--- config.mk ---
export PLATFORM = sky130hd
export DESIGN_NAME = mole_controller
export DESIGN_NICKNAME = d
export VERILOG_FILES = /design/src/rtl/mole_controller.sv
export SDC_FILE = /design/constraint.sdc
export NUM_CORES = 1
export LEC_CHECK = 0
export ABC_CLOCK_PERIOD_IN_PS = 4340
export CAP_MARGIN = 30
export CORE_MARGIN = 2
export CORE_UTILIZATION = 62
export DETAILED_ROUTE_END_ITERATION = 10
export PLACE_DENSITY = 0.83
export SLEW_MARGIN = 10
export SYNTH_ARGS = -nofsm -noshare
export SYNTH_HDL_FRONTEND = slang
export SYNTH_SLANG_ARGS = --single-unit
--- constraint.sdc ---
create_clock -name clk -period 4.34 [get_ports clk]
set_clock_uncertainty 0.15 [all_clocks]
set_input_delay 0.434 -clock clk [delete_from_list [all_inputs] [get_ports clk]]
set_output_delay 0.434 -clock clk [all_outputs]
set_load 0.02 [all_outputs]
--- src/rtl/mole_controller.sv ---
// Whack-a-mole engine: one LFSR-chosen mole at a time, hit/miss judging, saturating 8-bit score.
// Latency: every output registered, one cycle after the sampling edge; no backpressure, btn_hit pulses are consumed as they arrive.
module mole_controller #(
  parameter int MS_CYCLES = 100000,
  parameter int GAP_MS    = 250
) (
  input  logic       clk,
  input  logic       rst,
  input  logic       enable_mole_ctrl,
  input  logic       enable_score,
  input  logic       clear_score,
  input  logic [1:0] difficulty_level,
  input  logic [7:0] btn_hit,
  output logic [7:0] mole_leds,
  output logic [7:0] score,
  output logic       hit_pulse,
  output logic       miss_pulse
);

  localparam logic [31:0] GAP_LAST = 32'(GAP_MS * MS_CYCLES - 1);
  localparam logic [31:0] UP0_LAST = 32'(1000 * MS_CYCLES - 1);
  localparam logic [31:0] UP1_LAST = 32'(750 * MS_CYCLES - 1);
  localparam logic [31:0] UP2_LAST = 32'(500 * MS_CYCLES - 1);
  localparam logic [31:0] UP3_LAST = 32'(300 * MS_CYCLES - 1);

  typedef enum logic [1:0] {IDLE, GAP, UP} state_t;

  state_t      state_q, state_d;
  logic [15:0] lfsr_q;
  logic        lfsr_fb;
  logic [2:0]  prev_hole_q, prev_hole_d, pick;
  logic [31:0] timer_q, timer_d;
  logic [31:0] up_last_q, up_last_d, up_last_sel;
  logic [7:0]  mole_d, score_d;
  logic        hit_d, miss_d, inc;
  logic        hit_now, wrong_now;

  // Taps 16,14,13,11 in the right-shifting Fibonacci form.
  assign lfsr_fb   = lfsr_q[0] ^ lfsr_q[2] ^ lfsr_q[3] ^ lfsr_q[5];
  assign pick      = (lfsr_q[2:0] == prev_hole_q) ? lfsr_q[2:0] + 3'd1 : lfsr_q[2:0];
  assign hit_now   = |(btn_hit & mole_leds);
  assign wrong_now = |(btn_hit & ~mole_leds);

  always_comb begin
    up_last_sel = UP0_LAST;
    case (difficulty_level)
      2'd0: up_last_sel = UP0_LAST;
      2'd1: up_last_sel = UP1_LAST;
      2'd2: up_last_sel = UP2_LAST;
      2'd3: up_last_sel = UP3_LAST;
      default: up_last_sel = UP0_LAST;
    endcase
  end

  always_comb begin
    state_d     = state_q;
    timer_d     = timer_q;
    up_last_d   = up_last_q;
    prev_hole_d = prev_hole_q;
    mole_d      = mole_leds;
    hit_d       = 1'b0;
    miss_d      = 1'b0;
    inc         = 1'b0;
    if (!enable_mole_ctrl) begin
      state_d = IDLE;
      timer_d = '0;
      mole_d  = '0;
    end else begin
      case (state_q)
        IDLE: begin
          state_d = GAP;
          timer_d = '0;
        end
        GAP: begin
          if (timer_q == GAP_LAST) begin
            state_d     = UP;
            timer_d     = '0;
            prev_hole_d = pick;
            mole_d      = 8'd1 << pick;
            up_last_d   = up_last_sel;
          end else begin
            timer_d = timer_q + 32'd1;
          end
        end
        UP: begin
          if (hit_now) begin
            hit_d   = 1'b1;
            inc     = enable_score;
            state_d = GAP;
            timer_d = '0;
            mole_d  = '0;
          end else if (wrong_now) begin
            // The timer parks at its last value so a press on the expiry cycle defers, not cancels, the timeout.
            miss_d = 1'b1;
            if (timer_q != up_last_q) timer_d = timer_q + 32'd1;
          end else if (timer_q == up_last_q) begin
            miss_d  = 1'b1;
            state_d = GAP;
            timer_d = '0;
            mole_d  = '0;
          end else begin
            timer_d = timer_q + 32'd1;
          end
        end
        default: begin
          state_d = IDLE;
          timer_d = '0;
          mole_d  = '0;
        end
      endcase
    end
  end

  always_comb begin
    score_d = score;
    if (clear_score)                 score_d = '0;
    else if (inc && score != 8'hFF)  score_d = score + 8'd1;
  end

  always_ff @(posedge clk) begin
    if (rst) begin
      state_q     <= IDLE;
      lfsr_q      <= 16'hACE1;
      prev_hole_q <= '0;
      timer_q     <= '0;
      up_last_q   <= '0;
      mole_leds   <= '0;
      score       <= '0;
      hit_pulse   <= 1'b0;
      miss_pulse  <= 1'b0;
    end else begin
      state_q     <= state_d;
      lfsr_q      <= {lfsr_fb, lfsr_q[15:1]};
      prev_hole_q <= prev_hole_d;
      timer_q     <= timer_d;
      up_last_q   <= up_last_d;
      mole_leds   <= mole_d;
      score       <= score_d;
      hit_pulse   <= hit_d;
      miss_pulse  <= miss_d;
    end
  end

endmodule

Yosys cells after proc, flatten, opt, wreduce, memory -nomap -nowiden. Cells that the tools add are included. W data, S select, Z words.

Add/sub/neg operators: 3. Equal/unequal tests: 14. Shift-type cells: 1. Multiplexer cells: 24. Bitwise operators: 9. Reductions and logical operators: 12.

Operators by type and width (number): $mux W32 (5); $pmux W32 S4 (1); $pmux W32 S2 (1); $add A32 B1 Y32 const B (1); $eq A32 B25 Y1 const B (1); $eq A32 B32 Y1 (1); $mux W8 (4); $ne A32 B32 Y1 (1); $pmux W8 S3 (1); $and A8 B8 Y8 (2); $reduce_or A8 Y1 (2); $reduce_or A11 Y1 (1); $add A8 B1 Y8 const B (1); $mux W2 (4); $ne A8 B8 Y1 const B (1); $not A8 Y8 (1); $shl A1 B3 Y8 const A (1); $eq A2 B2 Y1 const B (3); $mux W1 (6); $ne A3 B3 Y1 const B (2); $pmux W2 S3 (1); $reduce_and A3 Y1 (2); $eq A2 B1 Y1 const B (2); $logic_not A2 Y1 (2); other kinds (11) (16).

Flip-flop bits (word level): 103. Input port bits: 15. Output and inout port bits: 18. Logic and storage cells: 72.

Depth between registers and ports, before layout. Gate-level depths: netlist of run 1.

Word-level depth: 6. Mapped depth: 9. Depth with buffers taken out: 8.

Worst setup path before layout of run 1. Ideal clock, no wire load.

Kind: register to register. From: register timer_q[2]. To: register timer_q[10]. Library setup time: 0.125 ns. Arrival: 1.988 ns. Data required time: 4.065 ns. Path slack: 2.077 ns. Cell stages (with the launch flop): 9. Path buffers: 2. Clock period less this slack: 2.263 ns. Cells stage by stage: dfxtp_1 and4_1 buf_4 nand3_4 a2111oi_4 a311oi_1 o311ai_4 buf_6 a21oi_1.

Word-level cells in the longest chain between the ends: 5. Elaborated cells between the ends (all ways): 11. Those cells by class: add/sub: 1; eq/ne: 4; mux: 6.

RTL lines: from (decl) (line 32) `logic [31:0] timer_q, timer_d;`; from (signal assigned) (line 135) `timer_q <= timer_d;`; $add A32 B1 Y32 / $eq A32 B32 Y1 (equally long branches); $mux W32 (on tied branches) (line 96, 95); $mux W32 (line 92) `end else if (wrong_now) begin`; $mux W32 (line 86) `if (hit_now) begin`; $pmux W32 S2 (line 69) `case (state_q)`.

Several ways; a longest one is shown, not always the timed one. The select of a mux whose other input is x is not followed. A chain may end at the register's enable or synchronous reset.

Final worst setup path of run 1.
From: register timer_q[2]. To: register timer_q[30].

Same word-level chain as after synthesis.

==> metrics, run 1 <==
status=finished clean; Clk pwr share=40.3%; Final Routed Wirelength=8650 um; Switching Fraction=21.9%; final cycle utilization of the critical path=69.7%; final std cells w/o fill=572; Cells after Synth=467; most frequent cells in the layout=81 x dfxtp_1, 58 x nor2_1, 37 x nand2_1; Comb pwr share=5.5%; initial antenna violation count=0; Synth Warn #=0; htree depth=3; r2r startpoint=timer_q[2]$_SDFFE_PP0P_; fin nets=520; Worst Hold Slack=0.266 ns; post-DR wirelength/cell=15.1 um; diodes inserted=0; P_int=1100 uW; total global routing overflow=0; Post-synth EDFFs=0; Core Region=0.00635 sq mm; Synth top area share=40.0%; GP Congestion=0.809; Setup crit end=timer_q[30]$_SDFFE_PP0P_; # clock sinks=81; Crit Path Category=flop to flop; Die Footprint=0.00720 sq mm; synth unique cells=53; GRT Util Overall=25.5%; R2R Path End=timer_q[30]$_SDFFE_PP0P_; Final setup viols=0; vias=3410; Cell Pwr Density=307 mW/mm^2; Cell Rows=29; Seq pwr share=54.2%; Max Buffers Root-to-Sink=2; top post-synthesis cells by area=dfxtp_1 40%, nor2_1 5.4%, xor2_1 5.2%, ha_1 4.0%, nand2_1 3.4%; Critical Path AT=3.12 ns; internal reg-to-reg setup slack=1.31 ns; maximum vdd drop=0.000295 V; final setup margin=1.31 ns; crit path max-delay cell type=o311ai_4; Initial Util=63.8%; CP cell instances=and4_1 -> nand3_4 -> a2111oi_4 -> a311oi_1 -> o311ai_4 -> buf_4 -> nor2_1; First-pass DRT Iterations=7; Total Power=1400 uW; Syn Nets=495; worst hold path class=flop to flop; Slew headroom=49.9%; post-synthesis register bit count=81; Hold Vio Cnt, Final=0; synthesized area=0.00405 sq mm; critical path endpoint category=flop; Die X=84.8 um; area grow syn2layout=12.7%; vias in the first global route=3237; register area share after synthesis=40.0%; CTS tree=built; DRC violations left=0; final setup TNS=0 ns; Crit path required time=4.43 ns; Setup Buffers After CTS=0; CTS buffer count=9; HPWL Detailed=6130 um; global-route wire length before repair=14900 um; Ports=33; largest net degree at the start of global routing=31; Worst Setup SP=timer_q[2]$_SDFFE_PP0P_; syn avg cell area=8.67 sq um; startpoint types=flop; RSZ-0062 raised after global routing=false; CTS clk-pin slew, worst paths=0.07 ns; Async S/R FF share, synth=0%; Slew @ Worst Pin=0.752 ns; Placed Cells=556; Antenna Nets Post-Route=0; cell taking the most area after synthesis=dfxtp_1; post-route minimum period=3.03 ns; layout cells sized above 1=7.68%; worst-path maximum fanout=17; commonest non-fill, non-tap cell in the layout=dfxtp_1; initial drt markers=212; # hold bufs at CTS=0; Pins Over Slew Limit=0; Resized cells post-CTS=0; worst-skew pair later-pin latency=0.36 ns; Via density=5.96; Root Driver=clkbuf_8; slowest stage delay, CP=0.67 ns; Highest Clock Rate=330 MHz; Post-Place Setup Slack=1.24 ns; Psw=307 uW; Top FF cell, synth=dfxtp_1; Reg2Reg Depth=7; Static Leak=0.00160 uW; die height=84.8 um; port bufs=32; Max Cap Violations=0
[worst min path at each step]
stage	slack, ns	start	depth (start not counted)	to
floorplan	0.24	lfsr_q[11]$_SDFF_PP1_	1	lfsr_q[10]$_SDFF_PP1_
global placement	0.25	lfsr_q[12]$_SDFF_PP0_	1	lfsr_q[11]$_SDFF_PP1_
detailed placement	0.25	lfsr_q[8]$_SDFF_PP0_	1	lfsr_q[7]$_SDFF_PP1_
CTS	0.27	lfsr_q[7]$_SDFF_PP1_	1	lfsr_q[6]$_SDFF_PP1_
global route	0.29	lfsr_q[7]$_SDFF_PP1_	1	lfsr_q[6]$_SDFF_PP1_
finish	0.27	lfsr_q[7]$_SDFF_PP1_	1	lfsr_q[6]$_SDFF_PP1_
[synthesized netlist by cell type, types with 2 or more instances]
master    count
clkbuf_1      9
a22o_1        2
a311oi_1      2
o21ai_0      14
or4_1         5
nand2_1      37
and2_1        3
or3_1         7
a221oi_1      2
buf_1         2
nor2b_1       8
dfxtp_1      81
and4_1        5
mux2i_1       9
ha_1         13
o22ai_1       5
nand4_1      15
a211oi_1      8
xnor2_1      13
nor4_1        9
nand2b_1      3
and3_1        7
nand4b_1      4
a21oi_1      22
nor3_1       11
a32o_1        3
nor2_1       58
or2_2        11
buf_2         4
o31ai_1       5
nand3_1      15
a31oi_1       2
inv_1        22
o41ai_1       5
buf_6         5
xor2_1       24
[power groups by stage]
stage / registers (uW) / clock network [uW] / logic (uW)
6_report: 760 / 565 / 76.9
3_3_place_gp: 776 / 0 / 73.5
5_1_grt: 761 / 609 / 85.9
4_1_cts: 760 / 573 / 77.1
3_5_place_dp: 777 / 0 / 76.2
2_1_floorplan: 774 / 0 / 52.0
[per-stage QoR]
stage               cell area [sq um]  utilization, %
finish                           4560            71.9
global route                     4560            71.9
global placement                 4350            68.5
floorplan                        4050               -
CTS                              4550            71.7
detailed placement               4350            68.5
[final cells by class]
cell class | count | area [sq um]
Fill cell | 482 | 1790
Clock buffer | 12 | 165
Timing Repair Buffer | 36 | 345
Sequential cell | 81 | 1620
Tap cell | 77 | 96.3
Multi-Input combinational cell | 342 | 2220
Clock inverter | 2 | 37.5
Inverter | 22 | 82.6
[critical path: cells and delay by family (launching register included)]
family / cells / cell delay [ns]
buffers and inverters: 1 / 0.34
flip-flops: 1 / 0.44
AO/OA/AOI/OAI: 3 / 1.39
AND/OR/NAND/NOR: 3 / 0.59
[layer usage]
metal | vias to the layer above | GRT usage (%) | part of all wire (%)
met3 | 11 | 4.38 | 3.1
met4 | 0 | 10.5 | 1.5
met2 | 74 | 42.9 | 51
li1 | 1702 | - | -
met1 | 1623 | 32.5 | 44
met5 | - | 0 | 0
[state kept, by name, summed over array words and instances, names as in the netlist]
register     count
state_q          2
up_last_q       10
hit_pulse        1
mole_leds        8
timer_q         32
score            8
miss_pulse       1
prev_hole_q      3
lfsr_q          16
[logic make-up (layout without fill, tap and decap cells)]
family | count (synthesis) | after routing | share of synthesized area (%)
and+or+nand+nor | 203 | 203 | 26.1
DFF | 81 | 81 | 40.0
AOI/OAI and AO/OA | 79 | 79 | 14.1
buffers and inverters | 44 | 72 | 5.25
xor gates and xnor gates | 37 | 37 | 8.00
adders and majority gates | 13 | 13 | 4.02
muxes | 10 | 10 | 2.50
Power figures use the tool's default switching activity.
==> inputs of run 2 (changes only) <==
--- a/config.mk
+++ b/config.mk
@@ -5,12 +5,12 @@
 export SDC_FILE = /design/constraint.sdc
 export NUM_CORES = 1
 export LEC_CHECK = 0
-export ABC_CLOCK_PERIOD_IN_PS = 4340
+export ABC_CLOCK_PERIOD_IN_PS = 2700
 export CAP_MARGIN = 30
 export CORE_MARGIN = 2
-export CORE_UTILIZATION = 62
+export CORE_UTILIZATION = 52
 export DETAILED_ROUTE_END_ITERATION = 10
-export PLACE_DENSITY = 0.83
+export PLACE_DENSITY = 0.74
 export SLEW_MARGIN = 10
 export SYNTH_ARGS = -nofsm -noshare
 export SYNTH_HDL_FRONTEND = slang
==> constraint.sdc (replaced) <==
create_clock -name clk -period 2.7 [get_ports clk]
set_clock_uncertainty 0.15 [all_clocks]
set_input_delay 0.27 -clock clk [delete_from_list [all_inputs] [get_ports clk]]
set_output_delay 0.27 -clock clk [all_outputs]
set_load 0.02 [all_outputs]
==> metrics, run 2 (same netlist as run 1, synthesis figures left out) <==
post-DR wirelength/cell=13.9 um (was 15.1 um); worst-skew pair later-pin latency=0.35 ns (was 0.36 ns); port bufs=32 (unchanged); worst-path maximum fanout=32 (was 17); Cell Pwr Density=517 mW/mm^2 (was 307 mW/mm^2); Final setup viols=0 (unchanged); Die X=92.3 um (was 84.8 um); First-pass DRT Iterations=5 (was 7); commonest non-fill, non-tap cell in the layout=dfxtp_1 (unchanged); Critical Path AT=2.64 ns (was 3.12 ns); startpoint types=flop (unchanged); Highest Clock Rate=393 MHz (was 330 MHz); area grow syn2layout=16.7% (was 12.7%); Hold Vio Cnt, Final=0 (unchanged); crit path max-delay cell type=a2111oi_4 (was o311ai_4); biggest regs=timer_q: 32 flops, lfsr_q: 16 flops, up_last_q: 10 flops (unchanged); RSZ-0062 raised after global routing=false (unchanged); CP cell instances=nor4_1 -> nand2_1 -> a2111oi_4 -> a311oi_1 -> o311ai_4 -> buf_12 -> nor2_1 (was and4_1 -> nand3_4 -> a2111oi_4 -> a311oi_1 -> o311ai_4 -> buf_4 -> nor2_1); Worst Hold Depth=1 (unchanged); Total Power=2440 uW (was 1400 uW); Ports=33 (unchanged); Antenna Nets Post-Route=0 (unchanged); status=finished clean (unchanged); Final Util=61.8% (was 71.9%); Reg2Reg Depth=7 (unchanged); DRC violations left=0 (unchanged); sequential cell area=0.00162 sq mm (unchanged); Crit Path Category=flop to flop (unchanged); internal reg-to-reg setup slack=0.16 ns (was 1.31 ns); Die Footprint=0.00851 sq mm (was 0.00720 sq mm); worst hold path class=flop to flop (unchanged); htree depth=3 (unchanged); vias=3412 (was 3410); Slew @ Worst Pin=0.558 ns (was 0.752 ns); Hold EP=lfsr_q[10]$_SDFF_PP1_ (was lfsr_q[6]$_SDFF_PP1_); r2r startpoint=timer_q[27]$_SDFFE_PP0P_ (was timer_q[2]$_SDFFE_PP0P_); Setup Buffers After CTS=0 (unchanged); CP bufs+invs=1 (unchanged); die height=92.3 um (was 84.8 um); initial antenna violation count=0 (unchanged); # hold bufs at CTS=0 (unchanged); Resized cells post-CTS=0 (unchanged); Final Routed Wirelength=8410 um (was 8650 um); layout cells sized above 1=9.52% (was 7.68%); Pins Over Slew Limit=0 (unchanged); Cell Rows=32 (was 29); largest net degree at the start of global routing=33 (was 31); hold path startpoint=lfsr_q[11]$_SDFF_PP1_ (was lfsr_q[7]$_SDFF_PP1_); Slew headroom=62.6% (was 49.9%); HPWL Detailed=6130 um (about the same); maximum vdd drop=0.000303 V (was 0.000295 V); Initial Util=53.0% (was 63.8%); diodes inserted=0 (unchanged); initial drt markers=206 (was 212); CTS clk-pin slew, worst paths=0.08 ns (was 0.07 ns); total global routing overflow=0 (unchanged); slowest stage delay, CP=0.49 ns (was 0.67 ns); max reg flops=32 (unchanged); Root Driver=clkbuf_8 (unchanged); R2R Path End=timer_q[24]$_SDFFE_PP0P_ (was timer_q[30]$_SDFFE_PP0P_); Crit path required time=2.79 ns (was 4.43 ns); CP top delay family=compound AO/OA/AOI/OAI gates (unchanged); final setup TNS=0 ns (unchanged); final cycle utilization of the critical path=94.2% (was 69.7%); Static Leak=0.00167 uW (was 0.00160 uW); Core Region=0.00765 sq mm (was 0.00635 sq mm); # fillers=646 (was 482); # clock sinks=81 (unchanged); CTS buffer count=9 (unchanged); most flop-heavy register=timer_q (unchanged); CTS tree=built (unchanged); global-route wire length before repair=14600 um (was 14900 um); GRT Util Overall=20.9% (was 25.5%); GP Congestion=0.801 (was 0.809); vias in the first global route=3186 (was 3237); Max Cap Violations=0 (unchanged); fin nets=528 (was 520); most frequent cells in the layout=81 x dfxtp_1, 58 x nor2_1, 37 x nand2_1 (unchanged); Max Buffers Root-to-Sink=2 (unchanged); critical path endpoint category=flop (unchanged); Via density=5.63 (was 5.96); Multi-input gate area=0.00222 sq mm (about the same); post-route minimum period=2.54 ns (was 3.03 ns)
run 2: routing by layer:
metal  vias up  track usage, %  wire length (um)
li1       1719               -                 -
met1      1616            27.9              3970
met2        68            33.9              4000
met3         9            3.37               333
met4         0            7.84               114
met5         -               0                 0
run 2: worst max path at each step:
stage | start | to | slack [ns] | depth (start not counted)
after floorplan | timer_q[2]$_SDFFE_PP0P_ | timer_q[10]$_SDFFE_PP0P_ | 0.44 | 8
after global placement | btn_hit[2] | timer_q[4]$_SDFFE_PP0P_ | 0.14 | 8
after detailed placement | btn_hit[2] | timer_q[4]$_SDFFE_PP0P_ | 0.05 | 8
after CTS | timer_q[27]$_SDFFE_PP0P_ | timer_q[23]$_SDFFE_PP0P_ | 0.14 | 7
after global routing | timer_q[4]$_SDFFE_PP0P_ | timer_q[28]$_SDFFE_PP0P_ | 0.01 | 7
final | timer_q[27]$_SDFFE_PP0P_ | timer_q[24]$_SDFFE_PP0P_ | 0.16 | 7
run 2: worst reg2reg max path, delay by kind of cell, from the launching register on:
kind            cells  cell delay [ns]
compound gates      3             1.05
simple gates        3             0.65
flops               1             0.36
buf+inv             1             0.22
run 2: power by group:
| part | internal [uW] | switching, uW |
|---|---|---|
| Sequential | 1210 | 9.74 |
| Clock | 663 | 432 |
| Combinational | 59.9 | 66.7 |
run 2: area by class of cell:
| type | instances | share of cell area [%] |
|---|---|---|
| Clock buffer | 11 | 3.20 |
| Clock inverter | 4 | 2.09 |
| Timing Repair Buffer | 44 | 8.95 |
| Inverter | 22 | 1.75 |
| Multi-Input combinational cell | 342 | 47.0 |
| Sequential cell | 81 | 34.3 |
| Tap cell | 102 | 2.70 |
run 2: stage by stage:
step / cells / setup WS (ns) / hold slack [ns] / instance area (sq um)
floorplan: 467 / 0.437 / 0.239 / 4050
global placement: 591 / 0.145 / 0.251 / 4470
detailed placement: 591 / 0.0474 / 0.252 / 4470
CTS: 606 / 0.145 / 0.274 / 4720
global route: 606 / 0.00951 / 0.279 / 4730
finish: 606 / 0.157 / 0.271 / 4730
==> inputs of run 3 (changes only) <==
--- a/config.mk
+++ b/config.mk
@@ -11,6 +11,7 @@
 export CORE_UTILIZATION = 52
 export DETAILED_ROUTE_END_ITERATION = 10
 export PLACE_DENSITY = 0.74
+export SETUP_SLACK_MARGIN = 0.02
 export SLEW_MARGIN = 10
 export SYNTH_ARGS = -nofsm -noshare
 export SYNTH_HDL_FRONTEND = slang
==> metrics, run 3 (same netlist as run 1, synthesis figures left out) <==
diodes inserted=0 (unchanged); Psw=511 uW (was 508 uW); Post-Place Setup Slack=0.0474 ns (unchanged); P_int=1930 uW (about the same); die height=92.3 um (unchanged); max reg flops=32 (unchanged); maximum vdd drop=0.000303 V (about the same); final setup TNS=0 ns (unchanged); Die Footprint=0.00851 sq mm (unchanged); worst hold path class=flop to flop (unchanged); Root Driver=clkbuf_8 (unchanged); Cell Pwr Density=516 mW/mm^2 (was 517 mW/mm^2); initial drt markers=220 (was 206); slowest stage delay, CP=0.49 ns (about the same); # clock sinks=81 (unchanged); M3 GR Usage=3.37% (unchanged); Core Region=0.00765 sq mm (unchanged); vias in the first global route=3186 (unchanged); Worst Setup SP=timer_q[2]$_SDFFE_PP0P_ (was timer_q[27]$_SDFFE_PP0P_); commonest non-fill, non-tap cell in the layout=dfxtp_1 (unchanged); Die X=92.3 um (unchanged); Hold Vio Cnt, Final=0 (unchanged); Antenna Nets Post-Route=0 (unchanged); Final Routed Wirelength=8440 um (was 8410 um); CP cell instances=and4_2 -> nand3_4 -> a2111oi_4 -> a311oi_1 -> o311ai_4 -> buf_12 -> a21oi_1 (was nor4_1 -> nand2_1 -> a2111oi_4 -> a311oi_1 -> o311ai_4 -> buf_12 -> nor2_1); CTS tree=built (unchanged); layout cells sized above 1=9.72% (was 9.52%); r2r startpoint=timer_q[2]$_SDFFE_PP0P_ (was timer_q[27]$_SDFFE_PP0P_); Seq pwr share=49.9% (was 50.0%); hold path startpoint=lfsr_q[11]$_SDFF_PP1_ (unchanged); GP Congestion=0.801 (unchanged); Slew headroom=62.6% (about the same); post-DR wirelength/cell=13.9 um (about the same); final cycle utilization of the critical path=91.5% (was 94.2%); critical path endpoint category=flop (unchanged); DRC violations left=0 (unchanged); crit path max-delay cell type=a2111oi_4 (unchanged); First-pass DRT Iterations=5 (unchanged); Ports=33 (unchanged); worst-path maximum fanout=32 (unchanged); internal reg-to-reg setup slack=0.23 ns (was 0.16 ns); fin nets=528 (unchanged); Comb pwr share=5.2% (about the same); final setup margin=0.229 ns (was 0.157 ns); status=finished clean (unchanged); biggest regs=timer_q: 32 flops, lfsr_q: 16 flops, up_last_q: 10 flops (unchanged); Max Cap Violations=0 (unchanged); M2 GR Usage=33.9% (unchanged); Via density=5.63 (about the same); largest net degree at the start of global routing=33 (unchanged); Switching Fraction=20.9% (was 20.8%); Critical Path AT=2.55 ns (was 2.64 ns); CTS clk-pin slew, worst paths=0.08 ns (about the same); Final setup viols=0 (unchanged); Total Power=2450 uW (was 2440 uW); htree depth=3 (unchanged); vias=3414 (was 3412); Most Crowded Layer GR=met2 (unchanged); startpoint types=flop (unchanged); most flop-heavy register=timer_q (unchanged); GRT Util Overall=20.9% (unchanged); CTS buffer count=9 (unchanged); post-route minimum period=2.47 ns (was 2.54 ns); met1 Track Usage GR=27.9% (unchanged); post-placement cell area=0.00447 sq mm (unchanged); global-route wire length before repair=14600 um (unchanged); total global routing overflow=0 (unchanged); Max Buffers Root-to-Sink=2 (unchanged); HPWL Detailed=6130 um (unchanged); most frequent cells in the layout=81 x dfxtp_1, 58 x nor2_1, 37 x nand2_1 (unchanged); Highest Clock Rate=405 MHz (was 393 MHz); port bufs=32 (unchanged); Cell Rows=32 (unchanged); area grow syn2layout=17.0% (was 16.7%); initial antenna violation count=0 (unchanged); Initial Util=53.0% (unchanged); Clk pwr share=44.9% (about the same); design area=0.00474 sq mm (was 0.00473 sq mm); worst-skew pair later-pin latency=0.35 ns (about the same); Crit path required time=2.78 ns (was 2.79 ns); RSZ-0062 raised after global routing=false (unchanged); Slew @ Worst Pin=0.558 ns (about the same); Setup Buffers After CTS=0 (unchanged); Static Leak=0.00167 uW (about the same); Crit Path Category=flop to flop (unchanged); Pins Over Slew Limit=0 (unchanged)
## run 3: what timing repair did
| action | in CTS | in global routing |
|---|---|---|
| setup endpoints to repair | 0 | 6 |
| resized for setup | 0 | 3 |
| hold buffers | 0 | 0 |
| endpoints found under the hold margin | 0 | 0 |
## run 3: per-stage QoR
step                      hold slack, ns  cells  util (%)
after CTS                          0.274    606      61.7
final                              0.271    606      62.0
after global routing               0.279    606      62.0
after detailed placement           0.252    591      58.5
after global placement             0.251    591      58.5
after floorplan                    0.239    467         -
## run 3: critical path: cells and delay by family (launching register included)
kind	cells	cell delay (ns)
AND/OR/NAND/NOR	2	0.44
AO/OA/AOI/OAI	4	1.11
buffers and inverters	1	0.22
flip-flops	1	0.43
## run 3: path summary, 6_finish.rpt
path / end / depth (start not counted)
max: timer_q[6]$_SDFFE_PP0P_ / 7
min: lfsr_q[10]$_SDFF_PP1_ / 1
max reg2reg: timer_q[6]$_SDFFE_PP0P_ / 7
min reg2reg: lfsr_q[10]$_SDFF_PP1_ / 1
## run 3: layout make-up
type	instances	area (sq um)
well taps	102	128
inverters	22	82.6
repair buffers	44	423
fillers	644	2910
clock inverters	4	98.8
multi-input cells	342	2230
flip-flops and latches	81	1620
clock buffers	11	151
## run 3: metal layers
layer  up-vias  part of all wire [%]
met1      1617                    48
met2        63                    47
met4         0                   1.5
met5         -                     0
li1       1723                     -
met3        11                   3.4
## run 3: power by group through the flow
stage	logic (uW)	registers (uW)	clock network, uW
after floorplan	83.6	1240	0
after global placement	122	1250	0
after detailed placement	126	1250	0
after CTS	127	1220	1110
after global routing	141	1220	1150
final	128	1220	1100
